## src/rtl/c1_zone_latch_pkg.sv

```systemverilog
// c1_pkg: shared zone/state types and zone nibble constants for the C1 bus front-end.
package c1_pkg;
    typedef enum logic [2:0] {Z_NONE, Z_ROM, Z_WRAM, Z_PORT, Z_CARD, Z_SROM} zone_t;
    typedef enum logic [1:0] {ST_IDLE, ST_ACTIVE, ST_TIMEOUT} state_t;
    localparam logic [3:0] NIB_ROM     = 4'h0;
    localparam logic [3:0] NIB_WRAM    = 4'h1;
    localparam logic [3:0] NIB_PORT    = 4'h2;
    localparam logic [3:0] NIB_CARD_LO = 4'h8;
    localparam logic [3:0] NIB_CARD_HI = 4'hB;
    localparam logic [3:0] NIB_SROM    = 4'hC;
    // Active-low select vector, bit order {SROM, CARD, PORT, WRAM, ROM}
    function automatic logic [4:0] zone_n(zone_t z);
        return ~{z == Z_SROM, z == Z_CARD, z == Z_PORT, z == Z_WRAM, z == Z_ROM};
    endfunction
endpackage

```

## src/rtl/c1_zone_latch_if.sv

```systemverilog
// c1_zone_latch_if: 68k-side bus signals and zone/timeout outputs of the C1 zone latch.
interface c1_zone_latch_if;
    logic        nAS;
    logic        M68K_RW;
    logic [23:1] M68K_ADDR;
    logic        SYSTEM_CDx;
    logic        nDTACK;
    logic        nROM_ZONE;
    logic        nWRAM_ZONE;
    logic        nPORT_ZONE;
    logic        nCARD_ZONE;
    logic        nSROM_ZONE;
    logic        CYCLE_RW;
    logic        nBERR;
    logic        BUS_TIMEOUT;
    modport master (
        output nAS, M68K_RW, M68K_ADDR, SYSTEM_CDx, nDTACK,
        input  nROM_ZONE, nWRAM_ZONE, nPORT_ZONE, nCARD_ZONE, nSROM_ZONE, CYCLE_RW, nBERR, BUS_TIMEOUT
    );
    modport slave (
        input  nAS, M68K_RW, M68K_ADDR, SYSTEM_CDx, nDTACK,
        output nROM_ZONE, nWRAM_ZONE, nPORT_ZONE, nCARD_ZONE, nSROM_ZONE, CYCLE_RW, nBERR, BUS_TIMEOUT
    );
endinterface

```

## src/rtl/c1_zone_latch_decode.sv

```systemverilog
// c1_zone_decode: A23..A20 plus memory-map select to zone code and active-low one-hot selects.
module c1_zone_decode
    import c1_pkg::*;
(
    input  logic [3:0] addr_hi_i,
    input  logic       system_cd_i,
    output zone_t      zone_o,
    output logic [4:0] n_zone_o
);
    // On the CD map the bottom megabyte is work RAM instead of cart ROM
    assign zone_o = (addr_hi_i == NIB_ROM)  ? (system_cd_i ? Z_WRAM : Z_ROM) :
                    (addr_hi_i == NIB_WRAM) ? Z_WRAM :
                    (addr_hi_i == NIB_PORT) ? Z_PORT :
                    (addr_hi_i >= NIB_CARD_LO && addr_hi_i <= NIB_CARD_HI) ? Z_CARD :
                    (addr_hi_i == NIB_SROM) ? Z_SROM : Z_NONE;
    assign n_zone_o = zone_n(zone_o);
endmodule

```

## src/rtl/c1_zone_latch.sv

```systemverilog
// c1_zone_latch: latches 68k zone selects per bus cycle and raises nBERR when nDTACK never arrives.
module c1_zone_latch
    import c1_pkg::*;
#(
    parameter int TIMEOUT_CYCLES = 64,
    parameter int CNT_W          = 7
) (
    input  logic CLK_68KCLK,
    input  logic nRESET,
    c1_zone_latch_if.slave bus
);
    state_t           state_q, state_d;
    logic [CNT_W-1:0] cnt_q, cnt_d;
    zone_t            zone_q, zone_d;
    zone_t            live_zone;
    logic [4:0]       live_n;
    logic             rw_q, rw_d;
    logic             tout_q, tout_d;
    logic             unused_addr;
    assign unused_addr = ^bus.M68K_ADDR[19:1];
    c1_zone_decode u_decode (
        .addr_hi_i  (bus.M68K_ADDR[23:20]),
        .system_cd_i(bus.SYSTEM_CDx),
        .zone_o     (live_zone),
        .n_zone_o   (live_n)
    );
    always_comb begin
        state_d = state_q;
        cnt_d   = cnt_q;
        zone_d  = zone_q;
        rw_d    = rw_q;
        tout_d  = 1'b0;
        case (state_q)
            ST_IDLE: if (!bus.nAS) begin
                state_d = ST_ACTIVE;
                cnt_d   = CNT_W'(1);
                zone_d  = live_zone;
                rw_d    = bus.M68K_RW;
            end
            ST_ACTIVE: if (bus.nAS) begin
                state_d = ST_IDLE;
                cnt_d   = '0;
                zone_d  = Z_NONE;
                rw_d    = 1'b1;
            end else if (bus.nDTACK) begin
                cnt_d = (cnt_q == '1) ? cnt_q : cnt_q + 1'b1;
                if (cnt_q == CNT_W'(TIMEOUT_CYCLES - 1)) begin
                    state_d = ST_TIMEOUT;
                    tout_d  = 1'b1;
                end
            end
            ST_TIMEOUT: if (bus.nAS) begin
                state_d = ST_IDLE;
                cnt_d   = '0;
                zone_d  = Z_NONE;
                rw_d    = 1'b1;
            end
            default: state_d = ST_IDLE;
        endcase
    end
    always_ff @(posedge CLK_68KCLK or negedge nRESET) begin
        if (!nRESET) begin
            state_q <= ST_IDLE;
            cnt_q   <= '0;
            zone_q  <= Z_NONE;
            rw_q    <= 1'b1;
            tout_q  <= 1'b0;
        end else begin
            state_q <= state_d;
            cnt_q   <= cnt_d;
            zone_q  <= zone_d;
            rw_q    <= rw_d;
            tout_q  <= tout_d;
        end
    end
    // Idle passes the live decode through so the wait generator sees it before the first edge
    logic [4:0] zones_n;
    assign zones_n = (state_q != ST_IDLE) ? zone_n(zone_q) :
                     (bus.nAS || !nRESET) ? 5'h1F : live_n;
    assign {bus.nSROM_ZONE, bus.nCARD_ZONE, bus.nPORT_ZONE, bus.nWRAM_ZONE, bus.nROM_ZONE} = zones_n;
    assign bus.CYCLE_RW    = (state_q != ST_IDLE) ? rw_q : (bus.nAS || !nRESET || bus.M68K_RW);
    assign bus.nBERR       = state_q != ST_TIMEOUT;
    assign bus.BUS_TIMEOUT = tout_q;
endmodule

```

## src/flat_wrapper.sv

```systemverilog
// flat-port wrapper written by rule: the top's interface ports become plain ports
module c1_zone_latch_flat import c1_pkg::*;
#(
    parameter int TIMEOUT_CYCLES = 64,
    parameter int CNT_W          = 7
)
  (CLK_68KCLK, nRESET, bus_nAS, bus_M68K_RW, bus_M68K_ADDR, bus_SYSTEM_CDx, bus_nDTACK, bus_nROM_ZONE, bus_nWRAM_ZONE, bus_nPORT_ZONE, bus_nCARD_ZONE, bus_nSROM_ZONE, bus_CYCLE_RW, bus_nBERR, bus_BUS_TIMEOUT);
  c1_zone_latch_if bus_i ();
  input  logic CLK_68KCLK;
  input  logic nRESET;
  input wire logic [$bits(bus_i.nAS)-1:0] bus_nAS;
  input wire logic [$bits(bus_i.M68K_RW)-1:0] bus_M68K_RW;
  input wire logic [$bits(bus_i.M68K_ADDR)-1:0] bus_M68K_ADDR;
  input wire logic [$bits(bus_i.SYSTEM_CDx)-1:0] bus_SYSTEM_CDx;
  input wire logic [$bits(bus_i.nDTACK)-1:0] bus_nDTACK;
  output wire logic [$bits(bus_i.nROM_ZONE)-1:0] bus_nROM_ZONE;
  output wire logic [$bits(bus_i.nWRAM_ZONE)-1:0] bus_nWRAM_ZONE;
  output wire logic [$bits(bus_i.nPORT_ZONE)-1:0] bus_nPORT_ZONE;
  output wire logic [$bits(bus_i.nCARD_ZONE)-1:0] bus_nCARD_ZONE;
  output wire logic [$bits(bus_i.nSROM_ZONE)-1:0] bus_nSROM_ZONE;
  output wire logic [$bits(bus_i.CYCLE_RW)-1:0] bus_CYCLE_RW;
  output wire logic [$bits(bus_i.nBERR)-1:0] bus_nBERR;
  output wire logic [$bits(bus_i.BUS_TIMEOUT)-1:0] bus_BUS_TIMEOUT;
  assign bus_i.nAS = bus_nAS;
  assign bus_i.M68K_RW = bus_M68K_RW;
  assign bus_i.M68K_ADDR = bus_M68K_ADDR;
  assign bus_i.SYSTEM_CDx = bus_SYSTEM_CDx;
  assign bus_i.nDTACK = bus_nDTACK;
  assign bus_nROM_ZONE = bus_i.nROM_ZONE;
  assign bus_nWRAM_ZONE = bus_i.nWRAM_ZONE;
  assign bus_nPORT_ZONE = bus_i.nPORT_ZONE;
  assign bus_nCARD_ZONE = bus_i.nCARD_ZONE;
  assign bus_nSROM_ZONE = bus_i.nSROM_ZONE;
  assign bus_CYCLE_RW = bus_i.CYCLE_RW;
  assign bus_nBERR = bus_i.nBERR;
  assign bus_BUS_TIMEOUT = bus_i.BUS_TIMEOUT;
  c1_zone_latch #(.TIMEOUT_CYCLES(TIMEOUT_CYCLES), .CNT_W(CNT_W)) u_core (.CLK_68KCLK(CLK_68KCLK), .nRESET(nRESET), .bus(bus_i));
endmodule
```

## config.mk

```make
export PLATFORM = sky130hd
export DESIGN_NAME = c1_zone_latch_flat
export DESIGN_NICKNAME = d
export VERILOG_FILES = /design/src/rtl/c1_zone_latch_pkg.sv /design/src/rtl/c1_zone_latch_if.sv /design/src/rtl/c1_zone_latch_decode.sv /design/src/rtl/c1_zone_latch.sv /design/src/flat_wrapper.sv
export SDC_FILE = /design/constraint.sdc
export NUM_CORES = 1
export LEC_CHECK = 0
export BUFFER_PORTS_ARGS = -buffer_cell sky130_fd_sc_hd__buf_2
export CAP_MARGIN = 20
export CORE_UTILIZATION = 30
export DETAILED_ROUTE_END_ITERATION = 6
export PLACE_DENSITY = 0.59
export SLEW_MARGIN = 25
export SYNTH_ARGS = -nofsm -noshare
export SYNTH_HDL_FRONTEND = slang
export SYNTH_SLANG_ARGS = --single-unit
```

## constraint.sdc

```tcl
create_clock -name CLK_68KCLK -period 3.5 [get_ports CLK_68KCLK]
set_input_delay 0.175 -clock CLK_68KCLK [delete_from_list [all_inputs] [get_ports CLK_68KCLK]]
set_output_delay 0.175 -clock CLK_68KCLK [all_outputs]
set_load 0.01 [all_outputs]
```

# Word level (Yosys, flattened, before mapping)

Index checks and enable logic that the tools add are counted.

Register bits after elaboration: 14
Logic and storage cells: 78

Bitwise gates (word level): 2
Eq/ne operators: 24
Reduce and logical (&&, ||, !) cells: 13
Muxes and demuxes: 31
Order comparisons: 2
$add $sub $neg: 1

Operators with widths:

| kind                | number |
|---|---|
| $mux 7              | 5 |
| $mux 3              | 7 |
| $pmux 7 s3          | 1 |
| $eq 3x2->1 const B  | 4 |
| $eq 3x3->1 const B  | 4 |
| $mux 2              | 6 |
| $mux 5              | 2 |
| $not 5->5           | 2 |
| $add 7x1->7 const B | 1 |
| $eq 7x6->1 const B  | 1 |
| $eq 7x7->1 const B  | 1 |
| $mux 1              | 7 |
| $eq 3x1->1 const B  | 2 |
| $ne 2x2->1 const B  | 3 |
| $ne 3x3->1 const B  | 2 |
| $pmux 2 s3          | 1 |
| $pmux 3 s2          | 1 |
| $reduce_and 5->1    | 1 |
| $eq 4x1->1 const B  | 1 |
| $eq 4x2->1 const B  | 1 |
| $eq 4x4->1 const B  | 1 |
| $ge 4x4->1 const B  | 1 |
| $le 4x4->1 const B  | 1 |
| $logic_not 4->1     | 1 |
| 14 further kinds    | 16 |

# Depth between registers and ports, before layout

Depth after elaboration: 10
Depth in mapped cells: 7

# Hierarchy

Synthesis repeated with hierarchy kept, for this count alone.

Cell total of the unflattened synthesis: 130
Area, all modules: 1072.3 um^2

By module, submodules not included:

| module         | instances | area an instance (um^2) | sequential area each (um^2) | cells an instance |
|---|---|---|---|---|
| c1_zone_latch  | 1         | 970.9                   | 351.6                       | 113 |
| c1_zone_decode | 1         | 101.3                   | 0.0                         | 17 |

# Worst setup path after synthesis

Ideal clock, no wire load.

Kind: register to register
Start point: register u_core.state_q[0]
End point: register u_core.cnt_q[0]
Setup time: 0.125 ns
Period minus slack after synthesis: 1.710 ns
Arrival time: 1.585 ns
Stages on the path, launching flop included: 8
Slack: 1.790 ns
Required time: 3.375 ns
Path through: dfrtp_1 > inv_1 > ha_1 > buf_4 > mux2i_4 > nand2_2 > a21oi_4 > mux2_4

Word-level cells in the longest chain between the ends: 3
Elaborated cells on any way between the ends: 10
Classes of those cells: 6 x eq/ne; 1 x mux; 3 x reduce/logical

Ends and longest elaborated chain:

| what                                               | line                | source |
|---|---|---|
| from (decl)                                        | c1_zone_latch.sv:12 | `state_t state_q, state_d;` |
| from (signal assigned)                             | c1_zone_latch.sv:69 | `state_q <= state_d;` |
| $eq 2x1->1, or another cell as far along           | c1_zone_latch.sv:33 | `case (state_q)` |
| $ne 3x3->1 (no line), or another cell as far along | n/a                 |  |
| $reduce_and 5->1 (no line)                         | n/a                 |  |
| to (signal assigned)                               | c1_zone_latch.sv:70 | `cnt_q <= cnt_d;` |
| to (decl)                                          | c1_zone_latch.sv:13 | `logic [CNT_W-1:0] cnt_q, cnt_d;` |

Several ways; a longest one is shown, not always the timed one.
A chain may end at the register's enable or synchronous reset.

# Final worst setup path

Start point: register u_core.state_q[0]
End point: output bus_nWRAM_ZONE

Word-level cells in the longest chain between the ends: 2

Ends and longest elaborated chain:

| what              | line                | source |
|---|---|---|
| $reduce_bool 2->1 | c1_zone_latch.sv:78 | `assign zones_n = (state_q != ST_IDLE) ? zone_n(zone_q) :` |
| $mux 5            | c1_zone_latch.sv:78 |  |
| to (decl)         | flat_wrapper.sv:17  | `output wire logic [$bits(bus_i.nWRAM_ZONE)-1:0] bus_nWRAM_ZONE;` |

No other way between the ends.

==> results.yml <==
run_status:
  status: "completed"
timing:
  fin_crit_ns: 2.24
  relSlewSlack: 0.672
  setup_viol: 0
  hold_viol: 0
  tightest_slew_ns: 0.492
  final.setup_skew_ns: 0.00480
  max_freq_mhz: 446
  setup_tns_ns: 0
  setup_ws_ns: 1.26
  rsz0062_at_grt: "false"
  fin_crit_sh: 0.640
  slew_viol_final: 0
  fin_hold_ws_ns: 0.256
route:
  via_per_inst: 5.38
  routed_wl_mm: 2.66
  ant_nets: 0
  first_pass_iters: 4
  routedWlPerCell_um: 13.7
  drc: 0
  dr_total_vias: 1043
  dr.first_iter.drc_count: 44
worst_setup_path:
  critPathMaxStageDelay_ns: 0.47
  worstSetupStartpointType: "flip-flop"
  cp_max_fo: 10
  path_class: "flip-flop to output pin"
  critPathSlowestCell: "ha_1"
  crit_top_cell: "inv_1"
  cp_top_family: "adder cells"
  critPathArrivalTime_ns: 2.07
  path_cells: "inv_1 -> ha_1 -> nand3b_4 -> a21oi_2 -> inv_1 -> o32a_1 -> buf_2"
  cp-end-kind: "output pin"
  crit_buf_inv: 3
  worstPathRequired_ns: 3.32
logic_synthesis:
  ys_ff_latch: 14
  synthFlopType: "dfrtp_1"
  async_flop_share: 1.00
  synth_area_um2: 1130
  synthCells: 129
  ys_seq_area_frac: 0.312
  synth-edff-count: 0
  ys_types: 50
  ys.warnings.count: 0
  synth.avg_cell_area_um2: 8.75
  ys_top_cells_by_count: "15 x nand2_1, 13 x dfrtp_1, 11 x inv_1"
  synth_area_leader_cell: "dfrtp_1"
  synth_most_common_cell: "nand2_1"
  synth_area_leaders: "dfrtp_1 29%, ha_1 6.7%, nand2_1 5.0%"
  synth_fp_nets: 164
  synth_top_cell_area_share: 0.288
global_route:
  grt_overflow_total: 0
  antenna_found_initial: 0
  grt_max_degree: 16
  grt_pass1_wl_mm: 4.58
  grt_pass1_vias: 1083
  track_usage: 0.141
placement:
  gp_congestion: 0.830
  port_buffers: 17
  place_hpwl_mm: 2.09
  dp_slack_ns: 1.47
layout:
  num-fill-cells: 364
  seq_area_um2: 352
  multi_input_area_um2: 719
  drive_gt1_frac: 0.203
  syn_to_final_growth_pct: 16.1
  final_nets: 184
  diodes: 0
cts:
  clockBufferDepth: 2
  cts.sinks: 14
  cts-buffers-inserted: 3
  post_cts_buffers: 0
  insertion_delay_ns: 0.25
  path_clk_slew_ns: 0.06
  cts_max_level: 1
  cts_tree: "done"
  cts-root-buf: "clkbuf_8"
floorplanning:
  die_area_um2: 4010
  initial_core_util: 0.325
  die-height_um: 63.3
  die_w_um: 63.3
  io_pins: 37
  core_area_um2: 3470
  core.rowCount: 21
pwr:
  p_leak_nw: 0.560
  peakVddDrop_v: 0.000193
  powerDensity_nw_per_um2: 538
job:
  drv_cap: 0
min_path:
  hp-class: "primary input to flip-flop"
cells by family (layout without fill, tap and decap cells):
| group | after synthesis | after routing | synth area share |
|---|---|---|---|
| and+or+nand+nor | 52 | 52 | 0.256 |
| AOI/OAI and AO/OA | 39 | 39 | 0.264 |
| adders and majority gates | 6 | 6 | 0.0665 |
| buffers and inverters | 14 | 33 | 0.0510 |
| muxes | 4 | 4 | 0.0510 |
| DFF | 14 | 14 | 0.312 |
placed cells by master (no fill, tap or decap), types with 3 or more instances in the layout:
master / n
dfrtp_1: 13
ha_1: 6
clkbuf_8: 3
a31oi_1: 4
o21ai_1: 4
a21oi_1: 4
buf_2: 17
inv_1: 11
nand2_1: 15
o221ai_1: 4
nand3_1: 5
nor2_1: 9
nor3_1: 3
a2bb2oi_1: 3
nand2b_1: 3
timing repair:
action                                  4_1_cts  5_1_grt
endpoints found under the setup margin        0        0
hold buffers                                  1        0
endpoints found under the hold margin        13        0
gates resized for setup                       0        0
sequential cells by signal (all words and copies together), names as in the netlist:
| signal | cells |
|---|---|
| u_core.cnt_q | 7 |
| u_core.zone_q | 3 |
| u_core.state_q | 2 |
| u_core.bus.BUS_TIMEOUT | 1 |
| u_core.rw_q | 1 |
per-layer routing:
| layer | track usage | wire length [um] | vias up | part of all wire |
|---|---|---|---|---|
| met1 | 0.151 | 1130 | 493 | 0.42 |
| met5 | 0 | 0 | - | 0 |
| met2 | 0.281 | 1380 | 28 | 0.52 |
| li1 | - | - | 517 | - |
| met4 | 0.0341 | 28 | 0 | 0.011 |
| met3 | 0.0217 | 123 | 5 | 0.046 |
final cells by class:
class | instances | area share
tap | 46 | 0.0439
timing repair buffer | 18 | 0.0726
inverter | 11 | 0.0315
clock buffer | 4 | 0.0344
multi-input combinational | 101 | 0.549
sequential | 14 | 0.268
report_power, final:
group | switching (mW) | leakage [nW] | internal [mW]
logic | 0.188 | 0.352 | 0.140
registers | 0.0383 | 0.185 | 0.200
clock network | 0.0578 | 0.0228 | 0.0806
total | 0.284 | 0.560 | 0.420
path summary, 6_finish.rpt:
path	depth (start not counted)	start	slack, ns	end
max	7	u_core.state_q[0]	1.26	bus_nWRAM_ZONE
min	2	bus_M68K_RW	0.26	u_core.rw_q
max reg2reg	6	u_core.state_q[0]	1.49	u_core.cnt_q[5]
min reg2reg	2	u_core.cnt_q[1]	0.56	u_core.cnt_q[1]
max in group asynchronous	2	nRESET	2.80	u_core.rw_q
min in group asynchronous	2	nRESET	0.38	u_core.cnt_q[1]
stage by stage:
stage | power, mW | util | instances | instance area [um2]
after global placement | 0.552 | 0.362 | 189 | 1250
after CTS | 0.708 | 0.378 | 194 | 1310
after detailed placement | 0.569 | 0.362 | 189 | 1250
final | 0.704 | 0.378 | 194 | 1310
after floorplan | 0.489 | - | 129 | 1130
after global routing | 0.755 | 0.378 | 194 | 1310
Power figures use the tool's default switching activity.
